`src/rtl/if_fetch_ctrl_if.sv`:
```
// Handshake/bus bundle between the IF-stage fetch controller and the rest of the core.
// The fetch controller connects through the master modport; the core/ROM side uses slave.
interface if_fetch_ctrl_if;
   logic [31:0] rom_addr;
   logic [31:0] rom_data;
   logic        stall;
   logic        jmp_en;
   logic [25:0] jmp_index;
   logic        jr_en;
   logic [31:0] jr_target;
   logic        br_taken;
   logic [31:0] br_target;
   logic [31:0] br_pc;
   logic        exc_en;
   logic [31:0] if_id_instr;
   logic [31:0] if_id_pc4;
   logic        if_id_valid;
   logic        flush_id_ex;
   logic        halted;
   logic [31:0] fetch_cnt;

   modport master (
      output rom_addr, if_id_instr, if_id_pc4, if_id_valid, flush_id_ex, halted, fetch_cnt,
      input  rom_data, stall, jmp_en, jmp_index, jr_en, jr_target,
             br_taken, br_target, br_pc, exc_en
   );

   modport slave (
      input  rom_addr, if_id_instr, if_id_pc4, if_id_valid, flush_id_ex, halted, fetch_cnt,
      output rom_data, stall, jmp_en, jmp_index, jr_en, jr_target,
             br_taken, br_target, br_pc, exc_en
   );
endinterface

```
`src/rtl/if_fetch_ctrl.sv`:
```
// Instruction-fetch controller: owns the PC, fills IF/ID, arbitrates next-PC and detects halt.
// Define FETCH_STATS_EN to build the fetch_cnt counter; otherwise fetch_cnt reads as zero.
//
// state   | meaning
// --------+-----------------------------------------------------------
// ST_BOOT | first cycle after reset, pc held, IF/ID bubble
// ST_RUN  | normal fetch with redirect/stall arbitration
// ST_HALT | terminal self-loop seen, pc frozen until exception
module if_fetch_ctrl #(
   parameter logic [31:0] RESET_PC = 32'h0000_0000,
   parameter logic [31:0] EXC_PC   = 32'h8000_0004,
   parameter logic [31:0] BUBBLE   = 32'h0000_0000
) (
   input  logic           clk,
   input  logic           reset,
   if_fetch_ctrl_if.master bus
);

   typedef enum logic [1:0] {
      ST_BOOT = 2'd0,
      ST_RUN  = 2'd1,
      ST_HALT = 2'd2
   } state_t;

   state_t      state_q, state_d;
   logic [31:0] pc_q, pc_d;
   logic [31:0] instr_q, instr_d;
   logic [31:0] pc4_q, pc4_d;
   logic        valid_q, valid_d;
   logic        halted_q, halted_d;

   logic [31:0] pc_plus4;
   logic [31:0] jmp_pc;
   logic        redirect;
   logic        self_loop;

   assign pc_plus4  = pc_q + 32'd4;
   assign jmp_pc    = {pc4_q[31:28], bus.jmp_index, 2'b00};
   assign redirect  = bus.exc_en | bus.br_taken | bus.jr_en | bus.jmp_en;
   assign self_loop = bus.br_taken && (bus.br_target == bus.br_pc) && !bus.exc_en;

   always_comb begin
      state_d = state_q;
      pc_d    = pc_q;
      instr_d = instr_q;
      pc4_d   = pc4_q;
      valid_d = valid_q;
      case (state_q)
         ST_BOOT: begin
            state_d = ST_RUN;
            instr_d = BUBBLE;
            pc4_d   = 32'h0;
            valid_d = 1'b0;
         end
         ST_RUN: begin
            if (redirect) begin
               instr_d = BUBBLE;
               pc4_d   = 32'h0;
               valid_d = 1'b0;
            end else if (!bus.stall) begin
               instr_d = bus.rom_data;
               pc4_d   = pc_plus4;
               valid_d = 1'b1;
            end
            // jr beats j when both decode in the same cycle
            if (bus.exc_en) begin
               pc_d = EXC_PC;
            end else if (bus.br_taken) begin
               pc_d = self_loop ? bus.br_pc : bus.br_target;
               if (self_loop) state_d = ST_HALT;
            end else if (bus.jr_en) begin
               pc_d = bus.jr_target;
            end else if (bus.jmp_en) begin
               pc_d = jmp_pc;
            end else if (!bus.stall) begin
               pc_d = pc_plus4;
            end
         end
         ST_HALT: begin
            instr_d = BUBBLE;
            pc4_d   = 32'h0;
            valid_d = 1'b0;
            if (bus.exc_en) begin
               pc_d    = EXC_PC;
               state_d = ST_RUN;
            end
         end
         default: begin
            state_d = ST_BOOT;
         end
      endcase
      pc_d[1:0] = 2'b00;
      halted_d  = (state_d == ST_HALT);
   end

   always_ff @(posedge clk or posedge reset) begin
      if (reset) begin
         state_q  <= ST_BOOT;
         pc_q     <= RESET_PC;
         instr_q  <= BUBBLE;
         pc4_q    <= 32'h0;
         valid_q  <= 1'b0;
         halted_q <= 1'b0;
      end else begin
         state_q  <= state_d;
         pc_q     <= pc_d;
         instr_q  <= instr_d;
         pc4_q    <= pc4_d;
         valid_q  <= valid_d;
         halted_q <= halted_d;
      end
   end

`ifdef FETCH_STATS_EN
   logic [31:0] fetch_cnt_q, fetch_cnt_d;
   logic        cnt_inc;

   // counts only real loads; HALT never loads so the count freezes there
   assign cnt_inc = (state_q == ST_RUN) && !redirect && !bus.stall;

   always_comb begin
      fetch_cnt_d = fetch_cnt_q;
      if (cnt_inc) fetch_cnt_d = fetch_cnt_q + 32'd1;
   end

   always_ff @(posedge clk or posedge reset) begin
      if (reset) fetch_cnt_q <= 32'h0;
      else       fetch_cnt_q <= fetch_cnt_d;
   end

   assign bus.fetch_cnt = fetch_cnt_q;
`else
   assign bus.fetch_cnt = 32'h0;
`endif

   assign bus.rom_addr    = pc_q;
   assign bus.if_id_instr = instr_q;
   assign bus.if_id_pc4   = pc4_q;
   assign bus.if_id_valid = valid_q;
   assign bus.halted      = halted_q;
   assign bus.flush_id_ex = (state_q == ST_RUN) && (bus.br_taken || bus.exc_en);

endmodule
```
`src/flat_wrapper.sv`:
```
// flat-port wrapper written by rule: the top's interface ports become plain ports
module if_fetch_ctrl_flat 
#(
   parameter logic [31:0] RESET_PC = 32'h0000_0000,
   parameter logic [31:0] EXC_PC   = 32'h8000_0004,
   parameter logic [31:0] BUBBLE   = 32'h0000_0000
)
  (clk, reset, bus_rom_addr, bus_if_id_instr, bus_if_id_pc4, bus_if_id_valid, bus_flush_id_ex, bus_halted, bus_fetch_cnt, bus_rom_data, bus_stall, bus_jmp_en, bus_jmp_index, bus_jr_en, bus_jr_target, bus_br_taken, bus_br_target, bus_br_pc, bus_exc_en);
  if_fetch_ctrl_if bus_i ();
  input  logic clk;
  input  logic reset;
  output wire logic [$bits(bus_i.rom_addr)-1:0] bus_rom_addr;
  output wire logic [$bits(bus_i.if_id_instr)-1:0] bus_if_id_instr;
  output wire logic [$bits(bus_i.if_id_pc4)-1:0] bus_if_id_pc4;
  output wire logic [$bits(bus_i.if_id_valid)-1:0] bus_if_id_valid;
  output wire logic [$bits(bus_i.flush_id_ex)-1:0] bus_flush_id_ex;
  output wire logic [$bits(bus_i.halted)-1:0] bus_halted;
  output wire logic [$bits(bus_i.fetch_cnt)-1:0] bus_fetch_cnt;
  input wire logic [$bits(bus_i.rom_data)-1:0] bus_rom_data;
  input wire logic [$bits(bus_i.stall)-1:0] bus_stall;
  input wire logic [$bits(bus_i.jmp_en)-1:0] bus_jmp_en;
  input wire logic [$bits(bus_i.jmp_index)-1:0] bus_jmp_index;
  input wire logic [$bits(bus_i.jr_en)-1:0] bus_jr_en;
  input wire logic [$bits(bus_i.jr_target)-1:0] bus_jr_target;
  input wire logic [$bits(bus_i.br_taken)-1:0] bus_br_taken;
  input wire logic [$bits(bus_i.br_target)-1:0] bus_br_target;
  input wire logic [$bits(bus_i.br_pc)-1:0] bus_br_pc;
  input wire logic [$bits(bus_i.exc_en)-1:0] bus_exc_en;
  assign bus_rom_addr = bus_i.rom_addr;
  assign bus_if_id_instr = bus_i.if_id_instr;
  assign bus_if_id_pc4 = bus_i.if_id_pc4;
  assign bus_if_id_valid = bus_i.if_id_valid;
  assign bus_flush_id_ex = bus_i.flush_id_ex;
  assign bus_halted = bus_i.halted;
  assign bus_fetch_cnt = bus_i.fetch_cnt;
  assign bus_i.rom_data = bus_rom_data;
  assign bus_i.stall = bus_stall;
  assign bus_i.jmp_en = bus_jmp_en;
  assign bus_i.jmp_index = bus_jmp_index;
  assign bus_i.jr_en = bus_jr_en;
  assign bus_i.jr_target = bus_jr_target;
  assign bus_i.br_taken = bus_br_taken;
  assign bus_i.br_target = bus_br_target;
  assign bus_i.br_pc = bus_br_pc;
  assign bus_i.exc_en = bus_exc_en;
  if_fetch_ctrl #(.RESET_PC(RESET_PC), .EXC_PC(EXC_PC), .BUBBLE(BUBBLE)) u_core (.clk(clk), .reset(reset), .bus(bus_i));
endmodule
```
`config.mk`:
```
export PLATFORM = sky130hd
export DESIGN_NAME = if_fetch_ctrl_flat
export DESIGN_NICKNAME = d
export VERILOG_FILES = /design/src/rtl/if_fetch_ctrl_if.sv /design/src/rtl/if_fetch_ctrl.sv /design/src/flat_wrapper.sv
export SDC_FILE = /design/constraint.sdc
export NUM_CORES = 1
export LEC_CHECK = 0
export ABC_AREA = 1
export CELL_PAD_IN_SITES_DETAIL_PLACEMENT = 1
export CELL_PAD_IN_SITES_GLOBAL_PLACEMENT = 1
export CORE_AREA = 3 3 150 152
export DETAILED_ROUTE_END_ITERATION = 8
export DIE_AREA = 0 0 153 155
export GPL_ROUTABILITY_DRIVEN = 1
export GPL_TIMING_DRIVEN = 0
export PLACE_DENSITY = 0.82
export SETUP_SLACK_MARGIN = 0.3
export SLEW_MARGIN = 0
export SYNTH_ARGS = -nofsm -noshare
export SYNTH_HDL_FRONTEND = slang
export SYNTH_SLANG_ARGS = --single-unit
```
`constraint.sdc`:
```
create_clock -name clk -period 5.75 [get_ports clk]
set_input_delay 1.15 -clock clk [delete_from_list [all_inputs] [get_ports clk]]
set_output_delay 1.15 -clock clk [all_outputs]
set_load 0.02 [all_outputs]
```
== After elaboration in Yosys (flattened, before gate mapping) ==
Cells that the tools add are included.

* Reduce and logical (&&, ||, !) cells: 11
* Bitwise operators: 3
* Eq/ne operators: 7
* Add/sub/neg operators: 1
* Multiplexer cells: 22

{| class="wikitable"
|+ Operators by type and width
! operator !! number
|-
| $mux W32 || 11
|-
| $pmux W32 S2 || 3
|-
| $add A32 B3 Y32 const B || 1
|-
| $eq A32 B32 Y1 || 1
|-
| $mux W2 || 4
|-
| $ne A6 B6 Y1 const B || 1
|-
| $pmux W2 S3 || 1
|-
| $eq A2 B2 Y1 const B || 2
|-
| $reduce_bool A2 Y1 || 2
|-
| $logic_and A1 B1 Y1 || 3
|-
| $ne A3 B2 Y1 const B || 1
|-
| $or A1 B1 Y1 || 3
|-
| $reduce_and A3 Y1 || 1
|-
| $eq A2 B1 Y1 const B || 1
|-
| $logic_not A2 Y1 || 1
|-
| $mux W1 || 2
|-
| $ne A2 B2 Y1 const B || 1
|-
| $pmux W1 S2 || 1
|-
| $reduce_and A2 Y1 || 1
|-
| $reduce_or A2 Y1 || 1
|-
| $logic_not A1 Y1 || 1
|-
| $logic_or A1 B1 Y1 || 1
|}

* Output and inout bits: 131
* Register bits after elaboration: 98
* Word-level logic and storage cells: 50
* Bits of input ports: 161

== Logic depth before layout (Yosys ltp) ==
* Depth after elaboration: 8
* Gate-level depth with buffers: 13
* Gate-level depth less buffers: 13

== Worst setup path after synthesis ==
OpenSTA, ideal clock, no wires.

* Path type: input -> output
* From: in bus_exc_en
* To: out bus_flush_id_ex
* Data arrival time: 1.467 ns
* Stages: 2
* Data required time: 4.600 ns
* Path slack: 3.133 ns
* Buffers on the path: 0
* Cells stage by stage: nor2_1 nor2_1

* Longest elaborated chain between the ends: 2

{| class="wikitable"
|+ Ends and longest elaborated chain
! element !! line !! RTL
|-
| from (decl) || flat_wrapper.sv:28 || <nowiki>input wire logic [$bits(bus_i.exc_en)-1:0] bus_exc_en;</nowiki>
|-
| $logic_or A1 B1 Y1 || if_fetch_ctrl.sv:141 || <nowiki>assign bus.flush_id_ex = (state_q == ST_RUN) && (bus.br_taken || bus.exc_en);</nowiki>
|-
| $logic_and A1 B1 Y1 || if_fetch_ctrl.sv:141 ||
|-
| to (decl) || flat_wrapper.sv:16 || <nowiki>output wire logic [$bits(bus_i.flush_id_ex)-1:0] bus_flush_id_ex;</nowiki>
|}

Every way passes these cells.

== Worst setup path in the final report ==
* From: in bus_br_taken
* To: out bus_flush_id_ex

* Longest elaborated chain between the ends: 2

{| class="wikitable"
|+ Ends and longest elaborated chain
! element !! line !! RTL
|-
| from (decl) || flat_wrapper.sv:25 || <nowiki>input wire logic [$bits(bus_i.br_taken)-1:0] bus_br_taken;</nowiki>
|-
| $logic_or A1 B1 Y1 || if_fetch_ctrl.sv:141 ||
|-
| $logic_and A1 B1 Y1 || if_fetch_ctrl.sv:141 ||
|}

Every way passes these cells.

==> out/qor.txt <==
status - complete, no violations
arrival time of data at the critical path endpoint - 2640 ps
boundary pin count - 292
flops & latches, synth - 96
clock sink count - 96
PnR Total Power - 1.89 mW
DR WL met2 - 14.2 mm
number of slew-limit violations in the final report - 0
type of the worst setup path - primary input to primary output
Clk Latency, worst-skew pair - 350 ps
highest-delay cell along the critical path - clkdlybuf4s50_1
total of endpoints with negative setup slack in the final report - 0
gate count of the mapped netlist - 947
Worst Setup Start Kind - primary input
Post-CTS Resized - 0
Post-Syn Area per Cell - 6.93 um^2
worst ir drop on vdd - 0.127 mV
PD cells - 191 nW/um^2
Post-Route Skew - 10.3 ps
number of hold buffers added after CTS - 0
startpoint of the worst register-to-register path - u_core.bus.rom_addr[2]
root cell of the clock tree - clkbuf_16
number of levels in the clock H-tree - 3
Min-Delay Path Depth - 2
path category of the worst min-delay check - flop to flop
std cell rows - 53
commonest non-fill, non-tap cells in the layout - nand2_1 (317), clkdlybuf4s50_1 (252), dfrtp_1 (96), nor2_1 (84), inv_1 (75)
wl on met1 - 11.7 mm
WL met3 - 2.08 mm
initial antenna violation count - 2
clk slew on worst S/H paths - 60 ps
number of global-route vias before repair - 7831
wire length reported by the detailed router - 28.8 mm
share of the clock period used by the worst path - 65.8%
placer congestion estimate - 0.916
detailed-route via count - 7417
Unique masters post-synth - 36
warning count from the yosys run - 0
deepest clock path buffer count - 2
hold violation total from the final report - 0
# Post-CTS Setup Buffers - 0
CP Max Fanout - 4
Max Fclk - 0.264 GHz
number of nets in the layout - 1412
Static Leak - 4.61 nW
setup repair after global routing missed its margin - false
count of nets left with antenna violations after detail routing - 0
first-pass GRT wire length - 44.1 mm
required time of the worst setup path - 4600 ps
fraction of layout cells with a size suffix above 1 - 10.5%
Reg-to-Reg End - u_core.bus.rom_addr[14]
core area - 21200 um^2
Worst setup EP type - primary output
minimum setup slack among reg-to-reg paths - 3510 ps
area growth from synthesis to layout - 50.6%
count of routing violations after the opening detailed-route iteration - 398
list of cells traversed by the critical path - clkdlybuf4s50_1 > nor2_1 > nor2_1 > clkdlybuf4s50_1
cell area after technology mapping - 6560 um^2
total CTS buffers - 9
worst min-delay path endpoint - u_core.bus.if_id_pc4[4]
TritonCTS clock tree - built
largest stage delay on the critical path - 640 ps
Horiz. Die Dim - 153 um
shortest clock period the worst path allows after layout - 3790 ps
relative slew slack - 52.0%
Pre-Repair DR Iteration Count - 7
logic depth of the worst register-to-register path - 11
post-detailed-route wirelength per cell - 18.9 um
largest net degree at the start of global routing - 50
fraction of the yosys area taken by sequential cells - 36.6%
initial core utilization - 31.0%
HP Start - u_core.bus.if_id_pc4[4]
via count normalized by instance count - 4.86
post-detail-place hpwl - 24.5 mm
aggregate global routing overflow - 0
commonest non-fill, non-tap cell in the layout - nand2_1
DRC Markers - 0
Worst Hold Slack - 481 ps
Die Area - 23700 um^2
max capacitance violation total - 0
highest layer used for signal routing - met5
chip height - 155 um
number of input and output port buffers inserted - 252
Total GRT Usage - 23.8%
Worst-Margin Slew - 720 ps
final sum of negative setup slack - 0 ps
-- power by group --
| group | internal (mW) | switching (mW) |
|---|---|---|
| Combinational | 0.240 | 0.281 |
| Clock | 0.347 | 0.261 |
| Sequential | 0.706 | 0.0561 |
| Total | 1.29 | 0.598 |
-- kinds of logic (layout without fill, tap and decap cells) --
family | after synthesis | count (layout) | synth area share [%]
flip-flops | 96 | 96 | 36.6
buffers and inverters | 154 | 422 | 11.6
adder cells (fa/ha/maj) | 5 | 5 | 0.953
AND/OR/NAND/NOR | 509 | 509 | 33.5
XOR/XNOR | 17 | 17 | 2.38
AO/OA/AOI/OAI | 165 | 165 | 15.0
other | 1 | 37 | 0.0571
-- state kept, by name, indices dropped and copies added, names as in the netlist --
name                    count
u_core.bus.rom_addr        30
u_core.bus.if_id_instr     32
u_core.bus.if_id_pc4       30
u_core.state_q              2
u_core.bus.if_id_valid      1
u_core.bus.halted           1
-- worst max-delay path by stage --
stage	depth (start not counted)	endpoint	start	slack (ps)
6_report	4	bus_flush_id_ex	bus_br_taken	1960
5_1_grt	4	bus_flush_id_ex	bus_br_taken	1940
3_3_place_gp	2	u_core.bus.rom_addr[20]	reset	510
2_1_floorplan	1	u_core.bus.halted	reset	2090
4_1_cts	4	bus_flush_id_ex	bus_br_taken	1990
3_5_place_dp	4	bus_flush_id_ex	bus_br_taken	2010
-- through the flow --
stage          std cells  util, %  cell area [um^2]  setup WS [ps]
5_1_grt             1525     46.7              9880           1940
2_1_floorplan        982        -              6700           2090
3_5_place_dp        1510     45.3              9590           2010
4_1_cts             1525     46.7              9880           1990
3_3_place_gp        1509     45.2              9560            509
6_report            1526     46.7              9880           1960
-- cell type report --
| type | instances | area, um^2 |
|---|---|---|
| buffer | 71 | 444 |
| tap | 275 | 344 |
| inverter | 83 | 317 |
| timing repair buffer | 253 | 2550 |
| clock buffer | 12 | 246 |
| multi-input combinational | 732 | 3530 |
| antenna | 1 | 2.50 |
| fill | 2695 | 11300 |
| sequential | 96 | 2400 |
| clock inverter | 3 | 42.5 |
-- worst max-delay path, delay by kind of cell --
kind	cells	cell delay [ps]
simple gates	2	280
buf+inv	2	1210
-- routing by layer --
layer	track usage, %	up-vias
li1	-	3581
met1	28.6	3484
met2	42.4	293
met3	5.37	55
met4	7.89	4
met5	0	-
-- Yosys cell counts --
cell	count	area, um^2
nor2_2	10	62.6
o22ai_1	5	31.3
nor2_1	84	315
xnor2_1	6	52.6
o21ai_1	21	105
xor2_1	10	87.6
o31ai_2	1	12.5
buf_6	2	22.5
dfrtp_1	96	2400
inv_4	1	6.26
a21oi_1	46	230
nand2_4	2	22.5
or2_2	23	144
nand4_1	14	87.6
inv_2	6	22.5
nand2_2	8	50.1
nor3_1	3	15.0
nor2_4	4	45.0
o21bai_1	3	22.5
xor2_2	1	16.3
o21ai_0	51	255
a211oi_1	2	15.0
a22o_1	33	289
nand2_1	317	1190
inv_1	76	285
buf_4	38	285
o211ai_1	3	22.5
nand3b_1	4	30.0
clkbuf_2	1	5.00
ha_1	5	62.6
clkbuf_1	15	56.3
buf_2	15	75.1
nand3_4	2	35.0
conb_1	1	3.75
nand3_1	36	180
nand3_2	2	20.0
No activity file was read; power rests on OpenSTA's default activity.
